<file path="src/rtl/freq_div_pkg.sv">
// Shared types and defaults for the even-ratio clock divider controller.
// Optional macro: FREQ_DIV_PCNT_EN (completed-period counter on the top).
package freq_div_pkg;

    localparam int FD_DIV_W        = 16;
    localparam int FD_DEFAULT_HALF = 16384;

    typedef enum logic [1:0] {
        IDLE     = 2'd0,
        RUN      = 2'd1,
        STOPPING = 2'd2
    } state_t;

endpackage

</file>
<file path="src/rtl/freq_div_core.sv">
// Half-period counter and out_clk toggle register.
// Macro FREQ_DIV_PCNT_EN is handled by the top, not here.
module freq_div_core
    import freq_div_pkg::*;
#(
    parameter int DIV_W = FD_DIV_W
) (
    input  logic             clk,
    input  logic             rst,
    input  logic             i_run,
    input  logic             i_clear,
    input  logic [DIV_W-1:0] i_half,
    output logic             o_out_clk,
    output logic             o_rise,
    output logic             o_fall
);

    localparam logic [DIV_W-1:0] ONE = DIV_W'(1);

    logic [DIV_W-1:0] r_cnt;
    logic             r_out;
    logic             w_last;

    assign w_last = (r_cnt == i_half - ONE);

    always_ff @(posedge clk or posedge rst) begin
        if (rst) begin
            r_cnt <= '0;
            r_out <= 1'b0;
        end else if (i_clear) begin
            r_cnt <= '0;
            r_out <= 1'b0;
        end else if (i_run) begin
            if (w_last) begin
                r_cnt <= '0;
                r_out <= ~r_out;
            end else begin
                r_cnt <= r_cnt + ONE;
            end
        end
    end

    assign o_out_clk = r_out;
    assign o_rise    = i_run & w_last & ~r_out;
    assign o_fall    = i_run & w_last & r_out;

endmodule

</file>
<file path="src/rtl/freq_div_ctrl.sv">
// Run/stop FSM, config handshake and shadow ratio for the divider.
// Macro FREQ_DIV_PCNT_EN adds the pcnt completed-period output.
module freq_div_ctrl
    import freq_div_pkg::*;
#(
    parameter int DIV_W        = FD_DIV_W,
    parameter int DEFAULT_HALF = FD_DEFAULT_HALF
) (
    input  logic             clk,
    input  logic             rst,
    input  logic             en_req,
    input  logic             stop_req,
    input  logic             cfg_valid,
    input  logic [DIV_W-1:0] cfg_half,
    output logic             cfg_ready,
    output logic             cfg_err,
    output logic             out_clk,
    output logic             tick,
    output logic             busy
`ifdef FREQ_DIV_PCNT_EN
    ,
    output logic [31:0]      pcnt
`endif
);

    localparam logic [DIV_W-1:0] RST_HALF = DIV_W'(DEFAULT_HALF);

    state_t           r_state;
    state_t           w_next;
    logic [DIV_W-1:0] r_active_half;
    logic [DIV_W-1:0] r_shadow;
    logic             r_pending;
    logic             r_err;
    logic             r_tick;

    logic w_run;
    logic w_clear;
    logic w_rise;
    logic w_fall;
    logic w_xfer;
    logic w_zero;
    logic w_enter_idle;
    logic w_apply;
    logic w_direct;

    always_comb begin
        w_next = r_state;
        unique case (r_state)
            IDLE: begin
                if (en_req && !stop_req)
                    w_next = RUN;
            end
            RUN: begin
                // a stop landing on the falling edge needs no STOPPING phase
                if (stop_req)
                    w_next = (!out_clk || w_fall) ? IDLE : STOPPING;
            end
            STOPPING: begin
                if (w_fall)
                    w_next = IDLE;
            end
            default: w_next = IDLE;
        endcase
    end

    assign w_run        = (r_state != IDLE);
    assign w_clear      = (w_next == IDLE);
    assign w_enter_idle = w_run && (w_next == IDLE);
    assign w_apply      = r_pending && (w_fall || w_enter_idle);
    assign w_xfer       = cfg_valid && cfg_ready;
    assign w_zero       = (cfg_half == '0);
    assign w_direct     = (r_state == IDLE) || w_enter_idle;

    always_ff @(posedge clk or posedge rst) begin
        if (rst)
            r_state <= IDLE;
        else
            r_state <= w_next;
    end

    always_ff @(posedge clk or posedge rst) begin
        if (rst) begin
            r_active_half <= RST_HALF;
            r_shadow      <= '0;
            r_pending     <= 1'b0;
            r_err         <= 1'b0;
            r_tick        <= 1'b0;
        end else begin
            r_err  <= w_xfer && w_zero;
            r_tick <= w_rise && !w_clear;
            if (w_apply) begin
                r_active_half <= r_shadow;
                r_pending     <= 1'b0;
            end
            if (w_xfer && !w_zero) begin
                if (w_direct) begin
                    r_active_half <= cfg_half;
                end else begin
                    r_shadow  <= cfg_half;
                    r_pending <= 1'b1;
                end
            end
        end
    end

    freq_div_core #(
        .DIV_W(DIV_W)
    ) u_core (
        .clk      (clk),
        .rst      (rst),
        .i_run    (w_run),
        .i_clear  (w_clear),
        .i_half   (r_active_half),
        .o_out_clk(out_clk),
        .o_rise   (w_rise),
        .o_fall   (w_fall)
    );

`ifdef FREQ_DIV_PCNT_EN
    logic [31:0] r_pcnt;

    always_ff @(posedge clk or posedge rst) begin
        if (rst)
            r_pcnt <= '0;
        else if (w_fall)
            r_pcnt <= r_pcnt + 32'd1;
    end

    assign pcnt = r_pcnt;
`endif

    assign cfg_ready = !r_pending;
    assign cfg_err   = r_err;
    assign tick      = r_tick;
    assign busy      = w_run;

endmodule

</file>
<file path="config.mk">
export PLATFORM = sky130hd
export DESIGN_NAME = freq_div_ctrl
export DESIGN_NICKNAME = d
export VERILOG_FILES = /design/src/rtl/freq_div_pkg.sv /design/src/rtl/freq_div_core.sv /design/src/rtl/freq_div_ctrl.sv
export SDC_FILE = /design/constraint.sdc
export NUM_CORES = 1
export LEC_CHECK = 0
export CORE_MARGIN = 5
export CORE_UTILIZATION = 50
export CTS_CLUSTER_SIZE = 28
export DETAILED_ROUTE_END_ITERATION = 10
export PLACE_DENSITY_LB_ADDON = 0.25
export SYNTH_ARGS = -nofsm -noshare
export SYNTH_HDL_FRONTEND = slang
export SYNTH_SLANG_ARGS = --single-unit
export TNS_END_PERCENT = 50
</file>
<file path="constraint.sdc">
create_clock -name clk -period 6 [get_ports clk]
set_clock_uncertainty 0.05 [all_clocks]
set_input_delay 1.2 -clock clk [delete_from_list [all_inputs] [get_ports clk]]
set_output_delay 1.2 -clock clk [all_outputs]
set_load 0.02 [all_outputs]
</file>
==> results of run 1 <==
power by group:
group / leakage [nW] / switching [mW] / internal (mW)
Combinational: 0.761 / 0.180 / 0.258
Clock: 0.0573 / 0.113 / 0.134
Sequential: 0.680 / 0.119 / 0.478
final timing paths:
check | startpoint | to | slack, ns | depth (start not counted)
max | r_active_half[3] | r_active_half[13] | 1.83 | 8
min | r_pending | cfg_err | 0.42 | 1
max reg2reg | r_active_half[3] | r_active_half[13] | 1.83 | 8
min reg2reg | r_pending | cfg_err | 0.42 | 1
max in group asynchronous | rst | u_core.r_cnt[13] | 4.10 | 3
min in group asynchronous | rst | r_active_half[2] | 1.34 | 3
sequential cells by signal, indices dropped and copies added, names as in the netlist:
signal / flops
r_shadow: 16
u_core.r_cnt: 16
r_active_half: 16
r_state: 2
r_pending: 1
cfg_err: 1
u_core.o_out_clk: 1
tick: 1
synth_stat cells (all sizes together), types with 2 or more instances:
cell | number | share of area, %
dfrtp | 53 | 41
nand2b | 2 | 0.38
nor3 | 16 | 2.5
or3 | 5 | 0.96
a211oi | 2 | 0.46
xor2 | 7 | 1.9
a21oi | 9 | 1.5
nand4 | 3 | 0.58
nand3 | 10 | 1.5
nor4 | 9 | 1.7
o21ai | 29 | 4.5
buf | 7 | 2.2
nand2 | 22 | 2.5
xnor2 | 8 | 2.2
inv | 10 | 1.2
nor2b | 4 | 0.77
o22ai | 2 | 0.38
a21o | 2 | 0.46
ha | 2 | 0.77
mux2 | 50 | 18
a22oi | 5 | 1.3
clkbuf | 8 | 0.92
or4 | 4 | 0.92
a32oi | 2 | 0.54
nor2 | 16 | 1.8
nor3b | 2 | 0.46
and3 | 12 | 2.3
a211o | 3 | 0.81
worst max-delay path, stage by stage, from the launching register on:
cell and delay (ns):
dfrtp_1 0.48, or4_1 0.67, or4_1 0.51, a211o_1 0.34
a22oi_2 0.13, and4_1 0.61, a21oi_2 0.08, or3_1 0.74
mux2_4 0.43
metal layers:
| metal | global-route usage, % | share of wire (%) | up-vias |
|---|---|---|---|
| met3 | 2.58 | 3.6 | 10 |
| met2 | 26.1 | 46 | 57 |
| met5 | 0 | 0 | - |
| li1 | - | - | 1214 |
| met4 | 5.09 | 1.8 | 0 |
| met1 | 22.5 | 48 | 1186 |
final cells by class:
class,instances,area [um2]
clock buffers,6,82.6
clock inverters,1,30.0
fillers,549,2710
inverters,10,37.5
multi-input cells,241,1770
flip-flops and latches,54,1350
well taps,77,96.3
repair buffers,28,273
cell families (layout without fill, tap and decap cells):
logic type / Yosys count / count (layout) / synth area share [%]
adders and majority gates: 2 / 2 / 0.768
AOI/OAI and AO/OA: 61 / 61 / 12.3
buffers and inverters: 25 / 45 / 4.26
DFF: 54 / 54 / 41.5
xor gates and xnor gates: 15 / 15 / 4.03
muxes: 51 / 51 / 18.7
and+or+nand+nor: 112 / 112 / 18.3
==> results.cfg, run 1 <==
[route]
drt_drc_violations_left = 0
starting_drc_count_in_detailed_routing = 155
detail_route.wl_per_cell_um = 15.9
routed-via-count = 2467
drt_wl_total_mm = 6.62
drt_pre_antenna_iters = 6
post_drt_via_cell_ratio = 5.92
drt.antenna.violating_nets = 0

[power_and_ir_drop]
static-leakage-power_nw = 1.50
max-vdd-ir-drop_mv = 0.215
power.density_cell_area_nw_per_um2 = 352
p_total_mw = 1.28

[sta]
setup_slack_ns = 1.83
worst-slew-pin-transition_ns = 0.895
clock.fmax_mhz = 240
finalWorstPathRequiredPeriod_ns = 4.17
hold_viol_final = 0
hold_ws_ns = 0.417
setup_violations = 0
setup_tns_ns = 0
slew_viol_final = 0
post_route_clock_period_utilization_pct = 69.5
max-slew-margin-rel_pct = 40.3
rsz_0062_raised_after_global_routing = no

[min_path]
min_path_type = register to register

[placement]
post-place-cells = 410
post-place-ws_ns = 1.82
port_buffers = 25
place.detailed.hpwl_mm = 4.93
routabilityCongestion = 0.896
placedInstanceArea_um2 = 3520

[floorplanning]
boundaryPins = 26
die_height_um = 90.7
die-area_um2 = 8230
design.core.area_um2 = 6350
effective_utilization_at_floorplan_pct = 51.3
die_w_um = 90.7
placement_rows = 29

[synth]
synth_edf_count = 0
synthesis.nets = 343
sequential_element_share_of_the_synthesized_area_pct = 41.5
dominantRegCellSynth = dfrtp_1
post_synth_instance_area_um2 = 3260
synth_seq_cells = 54
yosys.cell_types.count = 50
async_flop_share_pct = 100
ys.warnings.count = 0
postSynthAreaPerCell_um2 = 10.2
synthesis.instances = 320

[clock_network]
cts_resized = 0
h-tree-depth = 2
cts_inserted_buffers = 5
cts_num_sinks = 54
hold_buffers = 0
clk_root_buffer_cell = clkbuf_8
worstSkewPairLatency_ns = 0.30
postCtsSetupRepairBufs = 0
tritoncts = built
cts_buffer_depth = 2
cts.clk_slew.worst_paths_ns = 0.09

[finish]
postLayoutCellArea_um2 = 3640
most-common-layout-cells = dfrtp_1 (53), mux2_2 (40), o21ai_0 (29)
antenna-diode-count = 0
most_common_library_cell_in_the_layout_ignoring_fill_and_taps = dfrtp_1
layoutNonFillerInstCount = 417
synthToLayoutAreaGrowth_pct = 11.7
nets = 363
layout-drive-gt1-share_pct = 20.0
final_util_pct = 57.3

[global_route]
grt_first_pass_wirelength_mm = 11.1
antenna_found_initial = 0
grt_start_max_net_pins = 55
grt-ovfl-total = 0
groute.usage.overall_pct = 16.3
via_count_of_the_first_global_routing_pass = 2285

[critical_path]
path_class = register to register
timing.critical_path.fanout_max = 17
cp.required_ns = 6.14
type_of_destination_of_the_critical_path = register
worstPathArrival_ns = 4.31
setup.worst_path.start_class = register

[status]
status = complete, no violations

[flow_run]
cap_viol_max_count = 0
Note: power is estimated with default switching activity, not from simulation.
==> run 2: changes to the inputs <==
- clock period: 6 -> 4.25 ns (I/O delays scaled with it)
==> results.cfg, run 2 (same netlist as run 1, synthesis figures left out) <==
[floorplanning]
boundaryPins = 26
die_w_um = 90.7
effective_utilization_at_floorplan_pct = 51.3
die_height_um = 90.7
design.core.area_um2 = 6350
die-area_um2 = 8230
placement_rows = 29

[clock_network]
tritoncts = built
worstSkewPairLatency_ns = 0.32
hold_buffers = 0
cts_buffer_depth = 2
postCtsSetupRepairBufs = 0
cts_inserted_buffers = 5
cts.clk_slew.worst_paths_ns = 0.11
cts_num_sinks = 54
clk_root_buffer_cell = clkbuf_8
cts_resized = 0
h-tree-depth = 2

[placement]
post-place-ws_ns = 0.391
routabilityCongestion = 0.999
post-place-cells = 415
placedInstanceArea_um2 = 3560
port_buffers = 25
place.detailed.hpwl_mm = 5.16

[power_and_ir_drop]
power.net_switching_uw = 614
comb_power_share_pct = 34.2
pwr-share-clk_pct = 19.8
power.density_cell_area_nw_per_um2 = 500
netSwitchingFraction_pct = 33.4
static-leakage-power_nw = 1.52
intPower_mw = 1.23
max-vdd-ir-drop_mv = 0.281
sequentialPowerShare_pct = 46.0

[finish]
nets = 368
postLayoutCellArea_um2 = 3680
layout-drive-gt1-share_pct = 21.4
layoutNonFillerInstCount = 423
antenna-diode-count = 0
most-common-layout-cells = dfrtp_1 (53), mux2_2 (40), o21ai_0 (29)
largest_registers = r_active_half: 16 flops, r_shadow: 16 flops, u_core.r_cnt: 16 flops
synthToLayoutAreaGrowth_pct = 13.0
fillers = 558
most_common_library_cell_in_the_layout_ignoring_fill_and_taps = dfrtp_1

[route]
drt.antenna.violating_nets = 0
drt_drc_violations_left = 0
drt_pre_antenna_iters = 4
detail_route.wl_per_cell_um = 16.5
routed-via-count = 2521
post_drt_via_cell_ratio = 5.96
drt_wl_total_mm = 6.97
starting_drc_count_in_detailed_routing = 193

[global_route]
grt_start_max_net_pins = 38
antenna_found_initial = 0
groute.usage.overall_pct = 17.7
grt-ovfl-total = 0
grt_first_pass_wirelength_mm = 12.1
via_count_of_the_first_global_routing_pass = 2551

[sta]
max-slew-margin-rel_pct = 43.7
post_route_clock_period_utilization_pct = 92.0
clock.fmax_mhz = 256
setup_tns_ns = 0
worst-slew-pin-transition_ns = 0.845
slew_viol_final = 0
hold_viol_final = 0
setup_slack_ns = 0.341
setup_violations = 0
finalWorstPathRequiredPeriod_ns = 3.91
rsz_0062_raised_after_global_routing = no

[flow_run]
cap_viol_max_count = 0

[critical_path]
worstPathArrival_ns = 4.07
cp.required_ns = 4.41
path_class = register to register
type_of_destination_of_the_critical_path = register
timing.critical_path.fanout_max = 16
setup.worst_path.start_class = register

[status]
status = complete, no violations

[min_path]
min_path_type = register to register
-- run 2: changes by cell type in the layout (fill, tap and decap cells not counted), sizes merged --
cell / before / now
buf: 3 / 8
clkbuf: 6 / 5
clkinvlp: 0 / 1
inv: 10 / 11
-- run 2: final timing paths --
| path | cells after the start | end | from | slack (ns) |
|---|---|---|---|---|
| max | 9 | r_active_half[1] | r_active_half[3] | 0.34 |
| min | 1 | cfg_err | r_pending | 0.42 |
| max in group asynchronous | 3 | u_core.r_cnt[11] | rst | 2.50 |
| max reg2reg | 9 | r_active_half[1] | r_active_half[3] | 0.34 |
| min reg2reg | 1 | cfg_err | r_pending | 0.42 |
| min in group asynchronous | 2 | r_shadow[1] | rst | 0.92 |
-- run 2: worst max-delay path: stages, from the launching register on --
cell and delay, ns:
dfrtp_1 0.51, or4_1 0.67, or4_1 0.52, a211o_1 0.34
a22oi_1 0.22, nand4_1 0.27, o32ai_4 0.32, buf_4 0.28
mux2_2 0.37, mux2_2 0.27
-- run 2: area by class of cell --
class,instances,area [um2],area share (%)
Tap cell,77,96.3,2.62
Timing Repair Buffer,33,310,8.43
Clock buffer,5,68.8,1.87
Multi-Input combinational cell,241,1770,48.0
Clock inverter,3,48.8,1.33
Sequential cell,54,1350,36.8
Inverter,10,37.5,1.02
-- run 2: power by group through the flow --
stage / registers (mW) / clock network, mW / logic [mW]
2_1_floorplan: 0.783 / 0 / 0.549
3_3_place_gp: 0.842 / 0 / 0.607
3_5_place_dp: 0.852 / 0 / 0.630
4_1_cts: 0.842 / 0.371 / 0.633
5_1_grt: 0.870 / 0.392 / 0.700
6_report: 0.846 / 0.365 / 0.628
-- run 2: metal layers --
layer,track usage [%],share of wire (%)
met1,23.8,46
met3,2.33,3.8
met5,0,0
met4,5.33,1.3
met2,29.8,49
-- run 2: per-stage QoR --
step                utilization, %  hold slack (ns)  total power [mW]
CTS                           58.0            0.417              1.85
global route                  58.0            0.447              1.96
global placement              56.1            0.403              1.45
detailed placement            56.1            0.403              1.48
floorplan                        -            0.380              1.33
finish                        58.0            0.416              1.84
==> run 3: changes to the inputs <==
- SLEW_MARGIN: not set -> 20
==> results of run 3 <==
Final layout, timing and power as in run 2 (identical DEF).
